## config.mk

```make
export PLATFORM = sky130hd
export DESIGN_NAME = decode_issue_ctrl
export DESIGN_NICKNAME = d
export VERILOG_FILES = /design/src/rtl/decode_ctrl_pkg.sv /design/src/rtl/decode_issue_ctrl_scoreboard.sv /design/src/rtl/decode_issue_ctrl.sv
export SDC_FILE = /design/constraint.sdc
export NUM_CORES = 1
export LEC_CHECK = 0
export ABC_AREA = 1
export BUFFER_PORTS_ARGS = -buffer_cell sky130_fd_sc_hd__buf_4
export CORE_MARGIN = 4
export CORE_UTILIZATION = 57
export DETAILED_ROUTE_END_ITERATION = 10
export PLACE_DENSITY_LB_ADDON = 0.05
export SKIP_LAST_GASP = 1
export SYNTH_ARGS = -nofsm -noshare
export SYNTH_HDL_FRONTEND = slang
export SYNTH_SLANG_ARGS = --single-unit
```

## constraint.sdc

```tcl
create_clock -name CLK -period 8.9 [get_ports CLK]
set_input_delay 2.67 -clock CLK [delete_from_list [all_inputs] [get_ports CLK]]
set_output_delay 2.67 -clock CLK [all_outputs]
set_load 0.01 [all_outputs]
```

## src/rtl/decode_ctrl_pkg.sv

```systemverilog
// Shared definitions for the decode/issue controller.
//   state_e   : controller FSM encoding (IDLE=0, DEC=1, CHK=2)
//   REG_X0    : architectural zero register index
//   idx_mask  : one-hot 32-bit mask for a 5-bit register index
package decode_ctrl_pkg;

  typedef enum logic [1:0] {
    IDLE = 2'd0,
    DEC  = 2'd1,
    CHK  = 2'd2
  } state_e;

  localparam logic [4:0] REG_X0 = 5'd0;

  // One-hot select of a single scoreboard bit.
  function automatic logic [31:0] idx_mask(input logic [4:0] idx);
    idx_mask = 32'd1 << idx;
  endfunction

endpackage

```

## src/rtl/decode_issue_ctrl_scoreboard.sv

```systemverilog
// reg_scoreboard: 32-entry pending-write scoreboard.
//   i_clk, i_rstn          : clock, synchronous active-low reset
//   i_set_en, i_set_idx    : mark a destination as write-pending
//   i_clr_en, i_clr_idx    : writeback retires a pending destination
//   i_rs1, i_rs2, i_rd     : read-port indices
//   o_busy_vec             : registered scoreboard
//   o_rs1/rs2/rd_busy      : read ports, already bypassed by this cycle's clear
module reg_scoreboard
  import decode_ctrl_pkg::*;
(
  input  logic        i_clk,
  input  logic        i_rstn,
  input  logic        i_set_en,
  input  logic [4:0]  i_set_idx,
  input  logic        i_clr_en,
  input  logic [4:0]  i_clr_idx,
  input  logic [4:0]  i_rs1,
  input  logic [4:0]  i_rs2,
  input  logic [4:0]  i_rd,
  output logic [31:0] o_busy_vec,
  output logic        o_rs1_busy,
  output logic        o_rs2_busy,
  output logic        o_rd_busy
);

  logic [31:0] r_busy;
  logic [31:0] w_set_mask;
  logic [31:0] w_clr_mask;
  logic [31:0] w_busy_byp;
  logic [31:0] w_busy_nxt;

  // Clear is applied before set so a same-index set wins; bit 0 never holds a 1.
  always_comb begin
    w_set_mask = 32'd0;
    w_clr_mask = 32'd0;
    if (i_set_en && (i_set_idx != REG_X0)) begin
      w_set_mask = idx_mask(i_set_idx);
    end else begin
      w_set_mask = 32'd0;
    end
    if (i_clr_en && (i_clr_idx != REG_X0)) begin
      w_clr_mask = idx_mask(i_clr_idx);
    end else begin
      w_clr_mask = 32'd0;
    end
    w_busy_byp = r_busy & ~w_clr_mask;
    w_busy_nxt = (w_busy_byp | w_set_mask) & ~32'd1;
  end

  // Scoreboard state register.
  always_ff @(posedge i_clk) begin
    if (!i_rstn) begin
      r_busy <= 32'd0;
    end else begin
      r_busy <= w_busy_nxt;
    end
  end

  assign o_busy_vec = r_busy;
  // Reads see the writeback bypass so a retiring source unblocks issue this cycle.
  assign o_rs1_busy = w_busy_byp[i_rs1];
  assign o_rs2_busy = w_busy_byp[i_rs2];
  assign o_rd_busy  = w_busy_byp[i_rd];

endmodule

```

## src/rtl/decode_issue_ctrl.sv

```systemverilog
// decode_issue_ctrl: single-slot fetch -> decode -> hazard check -> issue controller.
//   CLK, RSTN                     : clock, synchronous active-low reset
//   if_vld/if_inst/if_rdy         : fetch handshake
//   dec_en/dec_inst               : decode strobe and held instruction
//   dec_type_vld, rs*_ren, rd_wen,
//   rs1/rs2/rd                    : decoder results, sampled only in CHK
//   ex_rdy                        : execute stage can accept an issue
//   iss_vld/iss_rd                : issue pulse and destination
//   wb_vld/wb_rd                  : writeback retiring a pending destination
//   flush                         : drop the in-flight instruction
//   illegal                       : undecodable instruction pulse
//   stall_cnt                     : saturating count of stalled CHK cycles
//   busy_vec                      : scoreboard
module decode_issue_ctrl
  import decode_ctrl_pkg::*;
#(
  parameter int SCNT_W = 16,
  parameter int XLEN   = 32
) (
  input  logic              CLK,
  input  logic              RSTN,
  input  logic              if_vld,
  input  logic [XLEN-1:0]   if_inst,
  output logic              if_rdy,
  output logic              dec_en,
  output logic [XLEN-1:0]   dec_inst,
  input  logic              dec_type_vld,
  input  logic              rs1_ren,
  input  logic              rs2_ren,
  input  logic              rd_wen,
  input  logic [4:0]        rs1,
  input  logic [4:0]        rs2,
  input  logic [4:0]        rd,
  input  logic              ex_rdy,
  output logic              iss_vld,
  output logic [4:0]        iss_rd,
  input  logic              wb_vld,
  input  logic [4:0]        wb_rd,
  input  logic              flush,
  output logic              illegal,
  output logic [SCNT_W-1:0] stall_cnt,
  output logic [31:0]       busy_vec
);

  state_e            r_state;
  state_e            w_state_nxt;
  logic [XLEN-1:0]   r_dec_inst;
  logic [SCNT_W-1:0] r_stall_cnt;

  logic w_rs1_busy;
  logic w_rs2_busy;
  logic w_rd_busy;
  logic w_in_chk;
  logic w_hazard;
  logic w_illegal;
  logic w_issue;
  logic w_stall;
  logic w_accept;
  logic w_capture;

  reg_scoreboard u_sb (
    .i_clk      (CLK),
    .i_rstn     (RSTN),
    .i_set_en   (w_issue && rd_wen),
    .i_set_idx  (rd),
    .i_clr_en   (wb_vld),
    .i_clr_idx  (wb_rd),
    .i_rs1      (rs1),
    .i_rs2      (rs2),
    .i_rd       (rd),
    .o_busy_vec (busy_vec),
    .o_rs1_busy (w_rs1_busy),
    .o_rs2_busy (w_rs2_busy),
    .o_rd_busy  (w_rd_busy)
  );

  // Issue decision; flush and reset suppress every CHK action.
  always_comb begin
    w_in_chk  = RSTN && !flush && (r_state == CHK);
    w_hazard  = (rs1_ren && (rs1 != REG_X0) && w_rs1_busy) ||
                (rs2_ren && (rs2 != REG_X0) && w_rs2_busy) ||
                (rd_wen  && (rd  != REG_X0) && w_rd_busy);
    w_illegal = w_in_chk && !dec_type_vld;
    w_issue   = w_in_chk && dec_type_vld && !w_hazard && ex_rdy;
    w_stall   = w_in_chk && dec_type_vld && (w_hazard || !ex_rdy);
    // The issuing cycle frees the slot, so fetch may refill it immediately.
    w_accept  = RSTN && !flush && ((r_state == IDLE) || w_issue);
    w_capture = w_accept && if_vld;
  end

  // Next-state logic.
  always_comb begin
    w_state_nxt = r_state;
    if (flush) begin
      w_state_nxt = IDLE;
    end else begin
      case (r_state)
        IDLE: w_state_nxt = if_vld ? DEC : IDLE;
        DEC:  w_state_nxt = CHK;
        CHK: begin
          if (!dec_type_vld) begin
            w_state_nxt = IDLE;
          end else if (w_stall) begin
            w_state_nxt = CHK;
          end else begin
            w_state_nxt = if_vld ? DEC : IDLE;
          end
        end
        default: w_state_nxt = IDLE;
      endcase
    end
  end

  // State, held instruction and stall counter.
  always_ff @(posedge CLK) begin
    if (!RSTN) begin
      r_state     <= IDLE;
      r_dec_inst  <= {XLEN{1'b0}};
      r_stall_cnt <= {SCNT_W{1'b0}};
    end else begin
      r_state <= w_state_nxt;
      if (w_capture) begin
        r_dec_inst <= if_inst;
      end else begin
        r_dec_inst <= r_dec_inst;
      end
      if (w_stall && (r_stall_cnt != {SCNT_W{1'b1}})) begin
        r_stall_cnt <= r_stall_cnt + SCNT_W'(1);
      end else begin
        r_stall_cnt <= r_stall_cnt;
      end
    end
  end

  assign if_rdy    = w_accept;
  // DEC lasts exactly one cycle, so the strobe is the state itself, masked by flush.
  assign dec_en    = RSTN && !flush && (r_state == DEC);
  assign dec_inst  = r_dec_inst;
  assign iss_vld   = w_issue;
  assign iss_rd    = (w_issue && rd_wen) ? rd : 5'd0;
  assign illegal   = w_illegal;
  assign stall_cnt = r_stall_cnt;

endmodule
```

# Word-level counts from Yosys, hierarchy flattened
# Cells that the tools add are included.
[word_totals]
ff_bits = 82
in_bits = 62
out_inout_bits = 89
elab_cells = 65
[op_classes]
addsub = 1
order_cmp = 3
eq_ne = 3
shifts = 2
mux = 13
n_bitwise = 4
n_reduce_logical = 34
[ops]
columns = ["operator", "count"]
rows = [
  ["$mux 32", 2],
  ["$shl 1x5->32 const A", 2],
  ["$and 32x32->32", 1],
  ["$not 32->32", 1],
  ["$or 32x32->32", 1],
  ["$logic_and 1x1->1", 20],
  ["$reduce_bool 5->1", 4],
  ["$lt 5x6->1 const B", 3],
  ["$add 16x1->16 const B", 1],
  ["$ne 16x16->1 const B", 1],
  ["$bmux 1 s5", 3],
  ["$pmux 2 s3", 1],
  ["$mux 5", 1],
  ["$logic_not 1->1", 4],
  ["$logic_or 1x1->1", 4],
  ["$mux 1", 4],
  ["$mux 2", 2],
  ["$eq 2x1->1 const B", 1],
  ["$eq 2x2->1 const B", 1],
  ["$logic_not 2->1", 1],
  ["$reduce_or 2->1", 1],
  ["$not 1->1", 1],
]

# Longest topological paths before layout
[logic_depth]
ltp_word = 17
ltp_mapped = 23
ltp_nobuf = 21

# Hierarchy
# A second synthesis with hierarchy kept.
[unflattened]
cells_unflattened = 878
area_unflattened_um2 = 5285.1
[modules_own_cells]
columns = ["mod", "instances", "cells_each", "area_per_inst_um2", "seq_area_each_um2"]
rows = [
  ["decode_issue_ctrl", 1, 402, 2755.1, 1001.0],
  ["reg_scoreboard", 1, 476, 2529.9, 620.6],
]

# Least setup slack after synthesis
# OpenSTA, ideal clock, no wires.
[synth_path]
path_type = "input-to-output"
start = "in wb_rd[0]"
end = "out iss_rd[0]"
arrival_ps = 4522
required_time_ps = 6230
slack_ps = 1708
cell_stages = 19
path_buffers = 2
path_cell_list = "buf_2 > inv_2 > nand3_1 > nor2_2 > nand4_1 > nand2_1 > nand2_1 > nand2_1 > inv_1 > nand2_1 > nand2_1 > a21oi_1 > nor2_1 > nor2_2 > nand4_4 > nor2_4 > buf_6 > inv_2 > nor2_1"
[synth_via]
elab_chain_cells = 15
elab_cells_between_ends = 22
cone_classes = "shift: 1; mux: 8; bitwise: 2; reduce/logical: 11"
[synth_rtl]
columns = ["item", "line_no", "source"]
rows = [
  ["start, declared", "decode_issue_ctrl.sv:38", "input logic [4:0] wb_rd,"],
  ["$reduce_bool 5->1", "decode_issue_ctrl_scoreboard.sv:41", "if (i_clr_en && (i_clr_idx != REG_X0)) begin"],
  ["$logic_and 1x1->1", "decode_issue_ctrl_scoreboard.sv:41", ""],
  ["$mux 32 *", "decode_issue_ctrl_scoreboard.sv:41", ""],
  ["$not 32->32 *", "decode_issue_ctrl_scoreboard.sv:46", "w_busy_byp = r_busy & ~w_clr_mask;"],
  ["$and 32x32->32 *", "decode_issue_ctrl_scoreboard.sv:46", ""],
  ["$bmux 1 s5, on equally long branches", "decode_issue_ctrl_scoreboard.sv:61, decode_issue_ctrl_scoreboard.sv:62", ""],
  ["$mux 1, on equally long branches", "decode_issue_ctrl_scoreboard.sv:61, decode_issue_ctrl_scoreboard.sv:62", ""],
  ["$logic_and 1x1->1, on equally long branches", "decode_issue_ctrl.sv:80, decode_issue_ctrl.sv:81", ""],
  ["$logic_or 1x1->1", "decode_issue_ctrl.sv:80", "w_hazard = (rs1_ren && (rs1 != REG_X0) && w_rs1_busy) ||"],
  ["$logic_or 1x1->1 *", "decode_issue_ctrl.sv:81", "(rs2_ren && (rs2 != REG_X0) && w_rs2_busy) ||"],
  ["$logic_not 1->1 *", "decode_issue_ctrl.sv:84", "w_issue = w_in_chk && dec_type_vld && !w_hazard && ex_rdy;"],
  ["$logic_and 1x1->1 * (2 in series)", "decode_issue_ctrl.sv:84", ""],
  ["$logic_and 1x1->1 *", "decode_issue_ctrl.sv:140", "assign iss_rd = (w_issue && rd_wen) ? rd : 5'd0;"],
  ["$mux 5 *", "decode_issue_ctrl.sv:140", ""],
  ["end, declared", "decode_issue_ctrl.sv:36", "output logic [4:0] iss_rd,"],
]
# Mark *: on every way between the ends. The rest lies on a longest branch, timed or not. The select of a mux whose other input is x is not followed.

# Final worst setup path
[layout_path]
start = "in wb_rd[0]"
end = "out iss_rd[1]"
# The elaborated chain is that of the path after synthesis.

==> impl_table.tex <==
\begin{tabular}{lr}
\hline
Metric & Value \\
\hline
\multicolumn{2}{l}{\textbf{Floorplanning}} \\
Core box area & 0.00876 mm2 \\
Effective utilization at floorplan & roughly three fifths \\
Row cnt & 34 \\
Number of top-level pins & $\sim$150 \\
Die height & 103 um \\
Area of the die & about 0.011 mm2 \\
Die W & a little over 100 um \\
\multicolumn{2}{l}{\textbf{Drt}} \\
Ratio of routed vias to standard cells & roughly 5.9 \\
Post-detailed-route DRC marker count & 0 \\
Via total after detailed routing & between 6000 and 7000 \\
Number of search-and-repair iterations in the first detailed-routing pass & 9 \\
Drt total wl & around 17000 um \\
Number of DRC markers in iteration 0 & just over 600 \\
Count of antenna-violating nets left after detailed routing & 0 \\
DR WL/cell & about 16 um \\
\multicolumn{2}{l}{\textbf{Clock network}} \\
Clk root buf & clkbuf\_8 \\
Clock tree from TritonCTS & done \\
Count of hold buffers inserted by post-cts repair & 0 \\
Number of buffers on the longest clock path & 2 \\
Post-cts gate resize count & 0 \\
Number of setup buffers added after CTS & 0 \\
Clock transition at the registers of the reported paths & roughly 80 ps \\
H-tree levels & 3 \\
CTS buffer count & 9 \\
Clock sink count & 81 \\
Clock latency of the later-clocked register in the worst-skew pair & about 350 ps \\
\multicolumn{2}{l}{\textbf{Finish}} \\
Count of inserted antenna diode cells & 0 \\
Post-Route Utilization & between 70 and 80\% \\
Fraction of layout instances using a drive strength above 1 & between 20 and 25\% \\
Area growth from synthesis to layout & 23.9\% \\
Final Instance Area & around 0.0064 mm2 \\
Net total in the final layout & roughly 1000 \\
Non-filler instance count after layout & between 1000 and 1500 \\
\multicolumn{2}{l}{\textbf{Worst setup path}} \\
Worst-path fanout max & 18 \\
Category of the worst setup path capture point & output pin \\
Critical path type & in2out \\
Startpoint type of the worst setup path & input pin \\
Data required time at the worst endpoint & between 6000 and 7000 ps \\
Data arrival time of the critical path & $\sim$5300 ps \\
\multicolumn{2}{l}{\textbf{Timing}} \\
Unrepaired setup endpoints after global routing & no \\
Clock period minus final worst setup slack & around 8000 ps \\
Accumulated negative setup slack & 0 ps \\
Slew of the pin with the lowest slew margin & between 800 and 900 ps \\
Share of the clock period used by the worst path after layout & about nine tenths \\
Final count of negative-setup-slack endpoints & 0 \\
Maximum frequency from static timing analysis & around 130 MHz \\
Final slew viol count & 0 \\
Tightest slew margin relative to the limit & about two fifths \\
Fin Clk Skew & 12.7 ps \\
Final number of hold-violating endpoints & 0 \\
\multicolumn{2}{l}{\textbf{Yosys}} \\
EDFF count, synth & 0 \\
Mapped Cells & around 830 \\
Sequential cell area fraction in the yosys report & 31.5\% \\
Cell type with the highest aggregate area in the netlist & dfxtp\_1 \\
Yosys cell types & 36 \\
Ys async rst share & 0\% \\
Synthesis Warnings & 0 \\
Area share of the leading cell type in the synthesized netlist & a little under a third \\
Syn nets & $\sim$900 \\
Cell area after synthesis & 0.00515 mm2 \\
Top cells by area, synth & dfxtp\_1 (31\%), nand2\_1 (15\%), nand3\_1 (11\%) \\
Number of flip-flops and latches in the synthesized netlist & 81 \\
Synthesized area per cell & between 6 and 7 um2 \\
Most used flip-flop cell after synthesis & dfxtp\_1 \\
\multicolumn{2}{l}{\textbf{Placed design}} \\
DP Wirelength & about 13000 um \\
Quantity of I/O buffers inserted on ports & roughly 150 \\
Routability cong. & 1.11 \\
Cell total after placement & roughly 1000 \\
Post-place instance area & between 0.006 and 0.007 mm2 \\
\multicolumn{2}{l}{\textbf{Global route}} \\
Vias in the first global route & between 5000 and 6000 \\
Overall track demand over capacity in global routing & about 32\% \\
First-pass GRT wire length & 27200 um \\
Largest net degree at the start of global routing & 47 \\
GRT overflow & 0 \\
Antenna violations before repair & 0 \\
\multicolumn{2}{l}{\textbf{Power and ir drop}} \\
Static leakage & approximately 2.9 nW \\
Overall power after layout & 0.773 mW \\
Power per Cell Area & around 120 mW/mm2 \\
Worst-case vdd ir drop & 0.100 mV \\
\multicolumn{2}{l}{\textbf{Flow run}} \\
Maxcap violations & 0 \\
\multicolumn{2}{l}{\textbf{Outcome}} \\
Result of the run & complete, no violations \\
\multicolumn{2}{l}{\textbf{Worst hold path}} \\
Path class of the lowest-slack min-delay path & reg2reg \\
\hline
\end{tabular}
==> final timing paths <==
path                                   start           end  slack [ps]  depth (start not counted)
worst max-delay path                wb_rd[0]     iss_rd[1]         940                         19
worst min-delay path            dec_inst[24]  dec_inst[24]         490                          2
worst max register to register  stall_cnt[0]  stall_cnt[7]        6160                          9
worst min register to register  dec_inst[24]  dec_inst[24]         490                          2
==> placed cells by master, fill, tap and decap left out, types with 3 or more instances in the layout <==
cell | netlist | layout
nand2_1 | 209 | 209
buf_4 | 6 | 152
nor2_1 | 123 | 123
nand3_1 | 113 | 113
dfxtp_1 | 81 | 81
inv_1 | 60 | 60
a21oi_1 | 56 | 56
nand3b_1 | 32 | 32
nand4_1 | 24 | 24
nor3_1 | 14 | 14
xor2_1 | 11 | 11
clkbuf_8 | 0 | 10
nor2_2 | 8 | 8
o21ai_0 | 8 | 8
inv_2 | 7 | 7
o21ai_1 | 6 | 6
nor4_1 | 6 | 6
clkinv_1 | 5 | 5
clkinv_2 | 1 | 4
o211ai_1 | 4 | 4
nand3_2 | 3 | 3
o21ai_2 | 3 | 3
==> final cells by class <==
cell class	count	area [um2]
inverters	74	282
multi-input cells	633	3030
fillers	754	2380
clock buffers	10	138
repair buffers	152	1140
well taps	108	135
clock inverters	4	45.0
flip-flops and latches	81	1620
==> layer usage <==
layer  GRT usage (%)  up-vias  wire (um)
li1                -     2944          -
met1            40.8     2796       6390
met2            52.5      406       8160
met3            7.58       80       2190
met4            14.5        0        673
met5               0        -          0
==> synthesized netlist by cell type, types with 8 or more instances <==
cell type and n:
a21oi_1 56, buf_1 11, buf_2 10, clkbuf_1 15, dfxtp_1 81, inv_1 60
nand2_1 209, nand3_1 113, nand3b_1 32, nand4_1 24, nor2_1 123, nor2_2 8
nor3_1 14, o21ai_0 8, xor2_1 11
==> power breakdown <==
group	switching [mW]	internal, mW	leakage [nW]
clock	0.130	0.133	0.0978
sequential	0.00418	0.370	0.656
combinational	0.0828	0.0527	2.11
total	0.217	0.556	2.87
==> per-stage QoR <==
stage                     worst slack (ps)  hold WS [ps]
after floorplan                       1710           492
after global placement                1150           463
after detailed placement              1070           479
after CTS                             1070           492
after global routing                   771           513
final                                  944           490
==> cell families after synthesis <==
group           Yosys count  synth area share, %
compound gates           79                 8.40
xor+xnor                 13                 2.21
fa+ha+maj                 1                0.243
buf+inv                 119                 9.85
flops                    81                 31.5
other cells               1               0.0727
simple gates            539                 47.8
==> critical path: stages <==
cell and delay (ps):
buf_4 150, inv_2 70, nand2_1 60, nor2_1 280, nand3_1 170, nand2_1 160
inv_1 70, nand2_1 60, o211ai_1 90, nand3_1 140, nand3_1 100, nand2_1 100
nand2_1 60, nand2_1 170, nand4_4 170, nor2_4 360, inv_2 120, nor2_1 130
buf_4 140
==> sequential cells by signal, indices dropped and copies added (netlist names) <==
signal / count
r_state: 2
u_sb.o_busy_vec: 31
stall_cnt: 16
dec_inst: 32
Note: power is estimated with default switching activity, not from simulation.
